$ cat config.mk
export PLATFORM = sky130hd
export DESIGN_NAME = hs32_fetch
export DESIGN_NICKNAME = d
export VERILOG_FILES = /design/src/rtl/hs32_defs.sv /design/src/rtl/hs32_fifo.sv /design/src/rtl/hs32_fetch.sv
export SDC_FILE = /design/constraint.sdc
export NUM_CORES = 1
export LEC_CHECK = 0
export ABC_AREA = 1
export BUFFER_PORTS_ARGS = -buffer_cell sky130_fd_sc_hd__buf_2
export CAP_MARGIN = 20
export CORE_MARGIN = 1.5
export CORE_UTILIZATION = 45
export CTS_CLUSTER_SIZE = 28
export DETAILED_ROUTE_END_ITERATION = 10
export MAX_ROUTING_LAYER = met4
export PLACE_DENSITY = 0.75
export SYNTH_ARGS = -nofsm -noshare
export SYNTH_HDL_FRONTEND = slang
export SYNTH_SLANG_ARGS = --single-unit
$ cat constraint.sdc
create_clock -name clk -period 6.4 [get_ports clk]
set_input_delay 0.64 -clock clk [delete_from_list [all_inputs] [get_ports clk]]
set_output_delay 0.64 -clock clk [all_outputs]
set_load 0.005 [all_outputs]
$ cat src/rtl/hs32_defs.sv
// Shared hs32 definitions: word width, PC step, fetch state encoding and FIFO entry layout.
package hs32_defs;
  localparam int          HS32_WORD    = 32;
  localparam logic [31:0] HS32_PC_STEP = 32'd4;

  typedef enum logic [1:0] {
    FS_IDLE    = 2'd0,
    FS_REQ     = 2'd1,
    FS_DISCARD = 2'd2
  } fetch_state_t;

  typedef struct packed {
    logic [HS32_WORD-1:0] pc;
    logic [HS32_WORD-1:0] inst;
  } fetch_entry_t;
endpackage

$ cat src/rtl/hs32_fifo.sv
// Synchronous FIFO with clear; head data is registered storage, shared with the load/store unit.
module hs32_fifo #(
  parameter int WIDTH = 64,
  parameter int DEPTH = 2
) (
  input  logic                     clk,
  input  logic                     reset,
  input  logic                     clear,
  input  logic                     push,
  input  logic                     pop,
  input  logic [WIDTH-1:0]         wdata,
  output logic [WIDTH-1:0]         rdata,
  output logic                     full,
  output logic                     empty,
  output logic [$clog2(DEPTH):0]   count
);
  localparam int AW = $clog2(DEPTH);

  logic [WIDTH-1:0] mem [DEPTH];
  logic [AW-1:0]    rd, wr;
  logic [AW:0]      cnt;
  logic             do_push, do_pop;

  assign empty   = (cnt == '0);
  assign full    = (cnt == (AW+1)'(DEPTH));
  assign do_pop  = pop & ~empty;
  // a push into a full FIFO is fine when the head leaves in the same cycle
  assign do_push = push & (~full | do_pop);
  assign rdata   = mem[rd];
  assign count   = cnt;

  always_ff @(posedge clk) begin
    if (reset || clear) begin
      rd  <= '0;
      wr  <= '0;
      cnt <= '0;
    end else begin
      if (do_push) wr <= wr + 1'b1;
      if (do_pop)  rd <= rd + 1'b1;
      cnt <= cnt + (AW+1)'(do_push) - (AW+1)'(do_pop);
    end
  end

  always_ff @(posedge clk) begin
    if (do_push && !(reset || clear)) mem[wr] <= wdata;
  end
endmodule

$ cat src/rtl/hs32_fetch.sv
// hs32 instruction fetch: sequential word fetch over reqm/ackm into a FIFO, with flush redirect.
// Define HS32_FETCH_BYPASS_EN to forward an ack straight to decode when the FIFO is empty.
module hs32_fetch
  import hs32_defs::*;
#(
  parameter logic [31:0] RESET_PC = 32'h0000_0000,
  parameter int          DEPTH    = 2
) (
  input  logic        clk,
  input  logic        reset,
  output logic [31:0] addr,
  input  logic [31:0] dtr,
  output logic        reqm,
  input  logic        ackm,
  input  logic [31:0] newpc,
  input  logic        flush,
  output logic [31:0] instd,
  output logic        iready,
  input  logic        dready,
  output logic [31:0] pcd
);
  localparam int CW = $clog2(DEPTH) + 1;

  fetch_state_t state, state_nxt;
  logic [31:0]  pc, pc_nxt, addr_q, addr_nxt, tgt;
  fetch_entry_t head, wentry;
  logic         push, pop, full, empty, bypass, room_now, room_after;
  logic [CW-1:0] count;
  logic [CW:0]   occ_after;

  assign tgt    = newpc & ~32'h3;
  assign pop    = ~empty & dready & ~flush;
  assign wentry = {pc, dtr};

`ifdef HS32_FETCH_BYPASS_EN
  assign bypass = (state == FS_REQ) & ackm & empty & dready & ~flush;
`else
  assign bypass = 1'b0;
`endif

  assign push       = (state == FS_REQ) & ackm & ~flush & ~bypass;
  assign room_now   = ~full | pop;
  assign occ_after  = {1'b0, count} + (CW+1)'(push) - (CW+1)'(pop);
  assign room_after = occ_after < (CW+1)'(DEPTH);

  hs32_fifo #(.WIDTH($bits(fetch_entry_t)), .DEPTH(DEPTH)) u_fifo (
    .clk   (clk),
    .reset (reset),
    .clear (flush),
    .push  (push),
    .pop   (pop),
    .wdata (wentry),
    .rdata (head),
    .full  (full),
    .empty (empty),
    .count (count)
  );

  always_ff @(posedge clk) begin
    if (reset) begin
      state  <= FS_IDLE;
      pc     <= RESET_PC & ~32'h3;
      addr_q <= RESET_PC & ~32'h3;
    end else begin
      state  <= state_nxt;
      pc     <= pc_nxt;
      addr_q <= addr_nxt;
    end
  end

  always_comb begin
    state_nxt = state;
    pc_nxt    = pc;
    addr_nxt  = addr_q;
    case (state)
      FS_IDLE: if (room_now) begin
        state_nxt = FS_REQ;
        addr_nxt  = pc;
      end
      FS_REQ: if (ackm) begin
        pc_nxt    = pc + HS32_PC_STEP;
        addr_nxt  = pc + HS32_PC_STEP;
        state_nxt = room_after ? FS_REQ : FS_IDLE;
      end
      FS_DISCARD: if (ackm) begin
        state_nxt = FS_REQ;
        addr_nxt  = pc;
      end
      default: state_nxt = FS_IDLE;
    endcase
    // an open arbiter transaction cannot be withdrawn, so pc carries the target until it completes
    if (flush) begin
      pc_nxt = tgt;
      if (state == FS_IDLE || ackm) begin
        state_nxt = FS_REQ;
        addr_nxt  = tgt;
      end else begin
        state_nxt = FS_DISCARD;
        addr_nxt  = addr_q;
      end
    end
  end

  assign reqm   = (state != FS_IDLE);
  assign addr   = addr_q;
  assign iready = ~empty | bypass;
  assign instd  = bypass ? dtr : (empty ? '0 : head.inst);
  assign pcd    = bypass ? pc  : (empty ? '0 : head.pc);
endmodule

Word level (Yosys, flattened, before mapping)
Memories as Yosys holds them, arrays and structs flattened. A register that Yosys moved wholly into a read port is not among the register bits.
Index checks and enable logic that the tools add are counted.
W data, S select, Z words.
{"block": "word_totals", "memories": 1, "elab_cells": 71, "ff_bits": 70, "ramBits": 128}
{"name": "u_fifo.mem", "depth": 2, "width": 64, "read_ports": 1, "rd_ports_with_merged_regs": 1, "wr": 1, "line": "hs32_fifo.sv:19", "source": "logic [WIDTH-1:0] mem [DEPTH];"}
{"block": "op_classes", "mux": 22, "eq_ne": 7, "n_reduce_logical": 15, "magnitude_cmp": 1, "add_sub_neg": 7, "bitwise": 11}
{"operator": "$mux W32", "n": 10}
{"operator": "$pmux W32 S3", "n": 1}
{"operator": "$add A32 B3 Y32 const B", "n": 1}
{"operator": "$mux W2", "n": 5}
{"operator": "$ne A3 B3 Y1 const B", "n": 3}
{"operator": "$and A1 B1 Y1", "n": 6}
{"operator": "$pmux W2 S3", "n": 1}
{"operator": "$reduce_bool A2 Y1", "n": 3}
{"operator": "$mux W1", "n": 5}
{"operator": "$reduce_and A5 Y1", "n": 1}
{"operator": "$eq A2 B2 Y1 const B", "n": 2}
{"operator": "$logic_not A2 Y1", "n": 2}
{"operator": "$reduce_and A2 Y1", "n": 2}
{"operator": "$reduce_bool A4 Y1", "n": 1}
{"operator": "$add A2 B1 Y3", "n": 1}
{"operator": "$lt A3 B2 Y1 const B", "n": 1}
{"operator": "$not A1 Y1", "n": 3}
{"operator": "$reduce_and A3 Y1", "n": 1}
{"operator": "$sub A3 B1 Y3", "n": 1}
{"operator": "$add A1 B1 Y1 const B", "n": 2}
{"operator": "$add A2 B1 Y2", "n": 1}
{"operator": "$eq A2 B1 Y1 const B", "n": 1}
{"operator": "$logic_or A1 B1 Y1", "n": 2}
{"operator": "$ne A2 B1 Y1 const B", "n": 1}
{"operator": "5 further kinds", "n": 6}

Longest topological paths before layout
{"block": "logic_depth", "depth_word": 10, "depth_mapped": 12, "mapped_depth_nobuf": 12}

Modules after synthesis
Synthesis repeated with hierarchy kept, for this count alone.
{"block": "unflattened", "cells_unflattened": 1052, "area_unflattened_um2": 9724.3}
{"mod": "hs32_fifo", "cells_per_inst": 245, "seq_area_each_um2": 3943.8, "instances": 1, "area_each_um2": 5195.0}
{"mod": "hs32_fetch", "cells_per_inst": 807, "seq_area_each_um2": 1241.2, "instances": 1, "area_each_um2": 4529.3}

Worst setup path before layout
OpenSTA, ideal clock, no wires.
{"block": "synth_path", "path_kind": "input -> register", "from": "input port flush", "to": "memory u_fifo.mem[1][0], enable pin", "path_buffers": 2, "setup_time_ps": 558, "arrival_ps": 5433, "path_stages": 5, "required_ps": 5842, "slack_ps": 408, "cell_sequence": "buf_6 > clkbuf_1 > nor2_1 > inv_1 > nor3_1"}
{"block": "synth_via", "elab_chain_cells": 8, "elab_cells_between_ends": 11, "classes_between": "mux (2); bitwise (6); reduce/logical (3)"}
{"element": "start, declared", "line": "hs32_fetch.sv:16", "source": "input logic flush,"}
{"element": "$not A1 Y1", "line": "hs32_fetch.sv:32, hs32_fetch.sv:41"}
{"element": "$and A1 B1 Y1", "line": "hs32_fetch.sv:32", "source": "assign pop = ~empty & dready & ~flush;"}
{"element": "$and A1 B1 Y1", "line": "hs32_fifo.sv:26", "source": "assign do_pop = pop & ~empty;"}
{"element": "$or A1 B1 Y1", "line": "hs32_fifo.sv:28", "source": "assign do_push = push & (~full | do_pop);"}
{"element": "$and A1 B1 Y1", "line": "hs32_fifo.sv:28"}
{"element": "$logic_and A1 B1 Y1 (*)", "line": "hs32_fifo.sv:45", "source": "if (do_push && !(reset || clear)) mem[wr] <= wdata;"}
{"element": "$mux W1 (*)", "line": "hs32_fifo.sv:45"}
{"element": "$mux W1 (not written as such) (*)", "line": "hs32_fifo.sv:45"}
{"element": "end, declared", "line": "hs32_fifo.sv:19"}
Mark *: on every way between the ends. The rest lies on a longest branch, timed or not.

Final worst setup path
{"block": "layout_path", "from": "input port flush", "to": "memory u_fifo.mem[0][17], enable pin"}
{"block": "layout_via", "elab_chain_cells": 8, "elab_cells_between_ends": 11, "classes_between": "mux (2); bitwise (6); reduce/logical (3)"}
{"element": "$not A1 Y1 (*)", "line": "hs32_fetch.sv:32, hs32_fetch.sv:41"}
{"element": "$and A1 B1 Y1", "line": "hs32_fetch.sv:32"}
{"element": "$and A1 B1 Y1", "line": "hs32_fifo.sv:26"}
{"element": "$or A1 B1 Y1", "line": "hs32_fifo.sv:28"}
{"element": "$and A1 B1 Y1 (*)", "line": "hs32_fifo.sv:28"}
{"element": "net u_fifo.do_push", "line": "hs32_fifo.sv:22", "source": "logic do_push, do_pop;"}
{"element": "$logic_and A1 B1 Y1 (*)", "line": "hs32_fifo.sv:45"}
{"element": "$mux W1 (*)", "line": "hs32_fifo.sv:45"}
{"element": "$mux W1 (not written as such) (*)", "line": "hs32_fifo.sv:45"}
The timed path passes the listed nets; every way through them passes the cells marked *.

==> out/summary.log <==
qor: sta.worst_hold_slack 392 ps
qor: sta.timing.fmax 0.315 GHz
qor: sta.maxSlewViolCount 0
qor: clock_tree.clkLatencyLatePin 440 ps
qor: worst_setup_path.crit_arrival 3250 ps
qor: drt.avgRoutedWirePerCell 14.7 um
qor: layout.utilization 53.9%
qor: clock_tree.ctsHoldBuffers 0
qor: drt.routed-via-count 7502
qor: power.leakagePower 0.00451 uW
qor: floorplanning.row_count 51
qor: floorplanning.die-width 145 um
qor: drt.drt-vias-per-instance 5.03
qor: yosys.post-synth-top-area-fraction 41.3%
qor: clock_tree.cts.reportedPaths.clkPinSlew 70 ps
qor: job.cap_viol_max_count 0
qor: global_route.grt_antenna_before_repair 0
qor: worst_setup_path.timing.critical_path.from flush
qor: clock_tree.post_cts_setup_buffer_count 0
qor: drt.detail_route.iter0.violations 623
qor: sta.report.final.setup_viol 0
qor: yosys.post_synthesis_async_set_or_reset_flop_share 0%
qor: sta.tightest_pin_transition 1000 ps
qor: floorplanning.core_area 19500 um2
qor: placement.place.gp.congestion 0.916
qor: drt.detail_route.drc_violations 0
qor: yosys.post_synth_num_cell_types 35
qor: clock_tree.clock-sinks 191
qor: sta.report.final.hold_viol_count 0
qor: worst_hold_path.hold_path_depth 1
qor: worst_setup_path.worst-setup-path-type primary input to register
qor: power.ir_worst_vdd 0.178 mV
qor: layout.final_design_area_no_fill 10500 um2
qor: floorplanning.start_util 46.2%
qor: power.cellInternalPower 2020 uW
qor: worst_setup_path.critPathCaptureType register
qor: yosys.synth_sequential_area_ratio 56.2%
qor: worst_setup_path.critical_path.reg2reg.endpoint u_fifo.mem[0][17]
qor: yosys.synth-edff-count 124
qor: sta.relSlewSlack 33.1%
qor: power.switching_share 26.2%
qor: power.power_density 260 nW/um2
qor: sta.grt_setup_unrepaired false
qor: worst_setup_path.startpoint_types primary input
qor: placement.post-dp-hpwl 13900 um
qor: power.combinationalPowerShare 10.7%
qor: layout.layout_commonest_cell nand2_1
qor: global_route.grt_pass1_vias 6760
qor: clock_tree.numCtsBuffers 17
qor: floorplanning.die_height 145 um
qor: drt.detail-route-antenna-nets 0
qor: worst_setup_path.worst-r2r-cell-count 9
qor: worst_setup_path.cp_max_fo 62
qor: sta.layout_worst_path_cycle_share 49.6%
qor: power.netSwitchingPower 717 uW
qor: layout.area_delta_synth_final 16.7%
qor: global_route.total_congestion_overflow_after_global_routing 0
qor: placement.numPortBuffers 160
qor: global_route.grt_use_total 21.6%
qor: floorplanning.design.portCount 167
qor: worst_setup_path.regToRegStartpoint state[0]
qor: power.total_power 2730 uW
qor: worst_setup_path.rrSetupSlack 3770 ps
qor: yosys.yosysWarningCount 0
qor: clock_tree.root_buffer clkbuf_16
qor: yosys.post_synthesis_instance_area 9020 um2
qor: yosys.synth.ff_latch_count 191
qor: clock_tree.post_cts.resized_instances 0
qor: worst_hold_path.worst_case_hold_path_end_point u_fifo.mem[0][9]
qor: layout.insertedDiodeCount 0
qor: global_route.grt_pass1_wl 33900 um
qor: drt.wirelength 22000 um
qor: worst_setup_path.critical_path_required 6470 ps
qor: clock_tree.maximum_level_of_the_cts_h_tree 4
qor: yosys.post_syn_area_per_cell 8.34 um2
qor: power.pwr-share-seq 51.9%
qor: run_status.run_status completed
qor: global_route.grt_start_max_net_pins 64
qor: yosys.post_synth_inst_count 1081
qor: layout.layout.nets 1286
qor: placement.dpl_cell_area 9920 um2
qor: layout.drive_above_1_share 18.2%
qor: clock_tree.cts_max_path_buffers 2
qor: yosys.yosys-top-cells-area edfxtp_1, nand2_1, dfxtp_1
qor: power.pwr-share-clk 37.3%
qor: clock_tree.cts_tree done
qor: sta.fin_tns_setup 0 ps
qor: sta.fin_worst_skew 14.8 ps
qor: floorplanning.die_area 20900 um2
qor: drt.drt_pre_antenna_iters 6
qor: worst_hold_path.hold_path.class primary input to register
qor: sta.min_period 3180 ps
qor: yosys.synth_area_leader_cell edfxtp_1
qor: worst_hold_path.min_from dtr[9]
qor: yosys.synth_flop_cell edfxtp_1
qor: layout.most_frequent_cells_in_the_layout nand2_1, buf_2, edfxtp_1, a21oi_1, inv_1
## state kept, by name (all words and copies together), names as in the netlist, named ones only
signal,count
addr,30
pc,30
state,2
u_fifo.count,2
u_fifo.mem,124
u_fifo.rd,1
u_fifo.wr,1
## how the worst max path moves through the flow
stage	endpoint	slack (ps)
after global placement	u_fifo.mem[0][0]	2830
after floorplan	u_fifo.mem[1][0]	410
after global routing	u_fifo.mem[0][17]	3060
final	u_fifo.mem[0][17]	3220
after CTS	pcd[29]	3170
after detailed placement	u_fifo.mem[0][7]	2780
## final cells by class
cell class              instances  area [um2]
multi-input cells             734        3310
repair buffers                166         871
clock buffers                  19         433
inverters                     103         387
fillers                      1805        9000
clock inverters                13         130
flip-flops and latches        191        5070
well taps                     265         332
## Yosys cell counts (4+ instances only)
master / number
nand2_1: 358
edfxtp_1: 124
a21oi_1: 123
inv_1: 95
nor2_1: 79
dfxtp_1: 67
nand3_1: 65
o21ai_0: 55
clkbuf_1: 29
a31oi_1: 13
buf_2: 11
buf_4: 8
inv_2: 7
nor2_2: 5
xor2_1: 5
buf_1: 4
buf_6: 4
xnor2_1: 4
## power by group through the flow
stage / registers (uW) / logic [uW] / clock network [uW]
floorplan: 1430 / 199 / 0
global placement: 1440 / 282 / 0
detailed placement: 1440 / 289 / 0
CTS: 1420 / 291 / 1040
global route: 1430 / 335 / 1080
finish: 1420 / 293 / 1020
## metal layers
layer	global-route usage, %	part of all wire (%)	up-vias
met2	33.5	45	284
met3	3.84	7.2	35
met1	28.9	46	3382
met4	7.23	1.8	0
li1	-	-	3801
met5	-	0	-
## through the flow
| stage | cells | setup slack, ps |
|---|---|---|
| 3_5_place_dp | 1457 | 2780 |
| 2_1_floorplan | 1084 | 408 |
| 3_3_place_gp | 1457 | 2830 |
| 4_1_cts | 1489 | 3170 |
| 6_report | 1491 | 3220 |
| 5_1_grt | 1491 | 3060 |
## logic make-up after synthesis
group	synth area share (%)
compound gates	11.1
buf+inv	7.44
other cells	0.0416
fa+ha+maj	0.638
xor+xnor	0.874
simple gates	23.7
flops	56.2
## worst max-delay path, stage by stage
cell and delay [ps]:
buf_2 740, nor2_1 150, nand2_1 100, clkinv_1 530, nand3_1 400, inv_1 100
nand2_1 130, nor2_4 30, buf_4 380
Power figures use the tool's default switching activity.
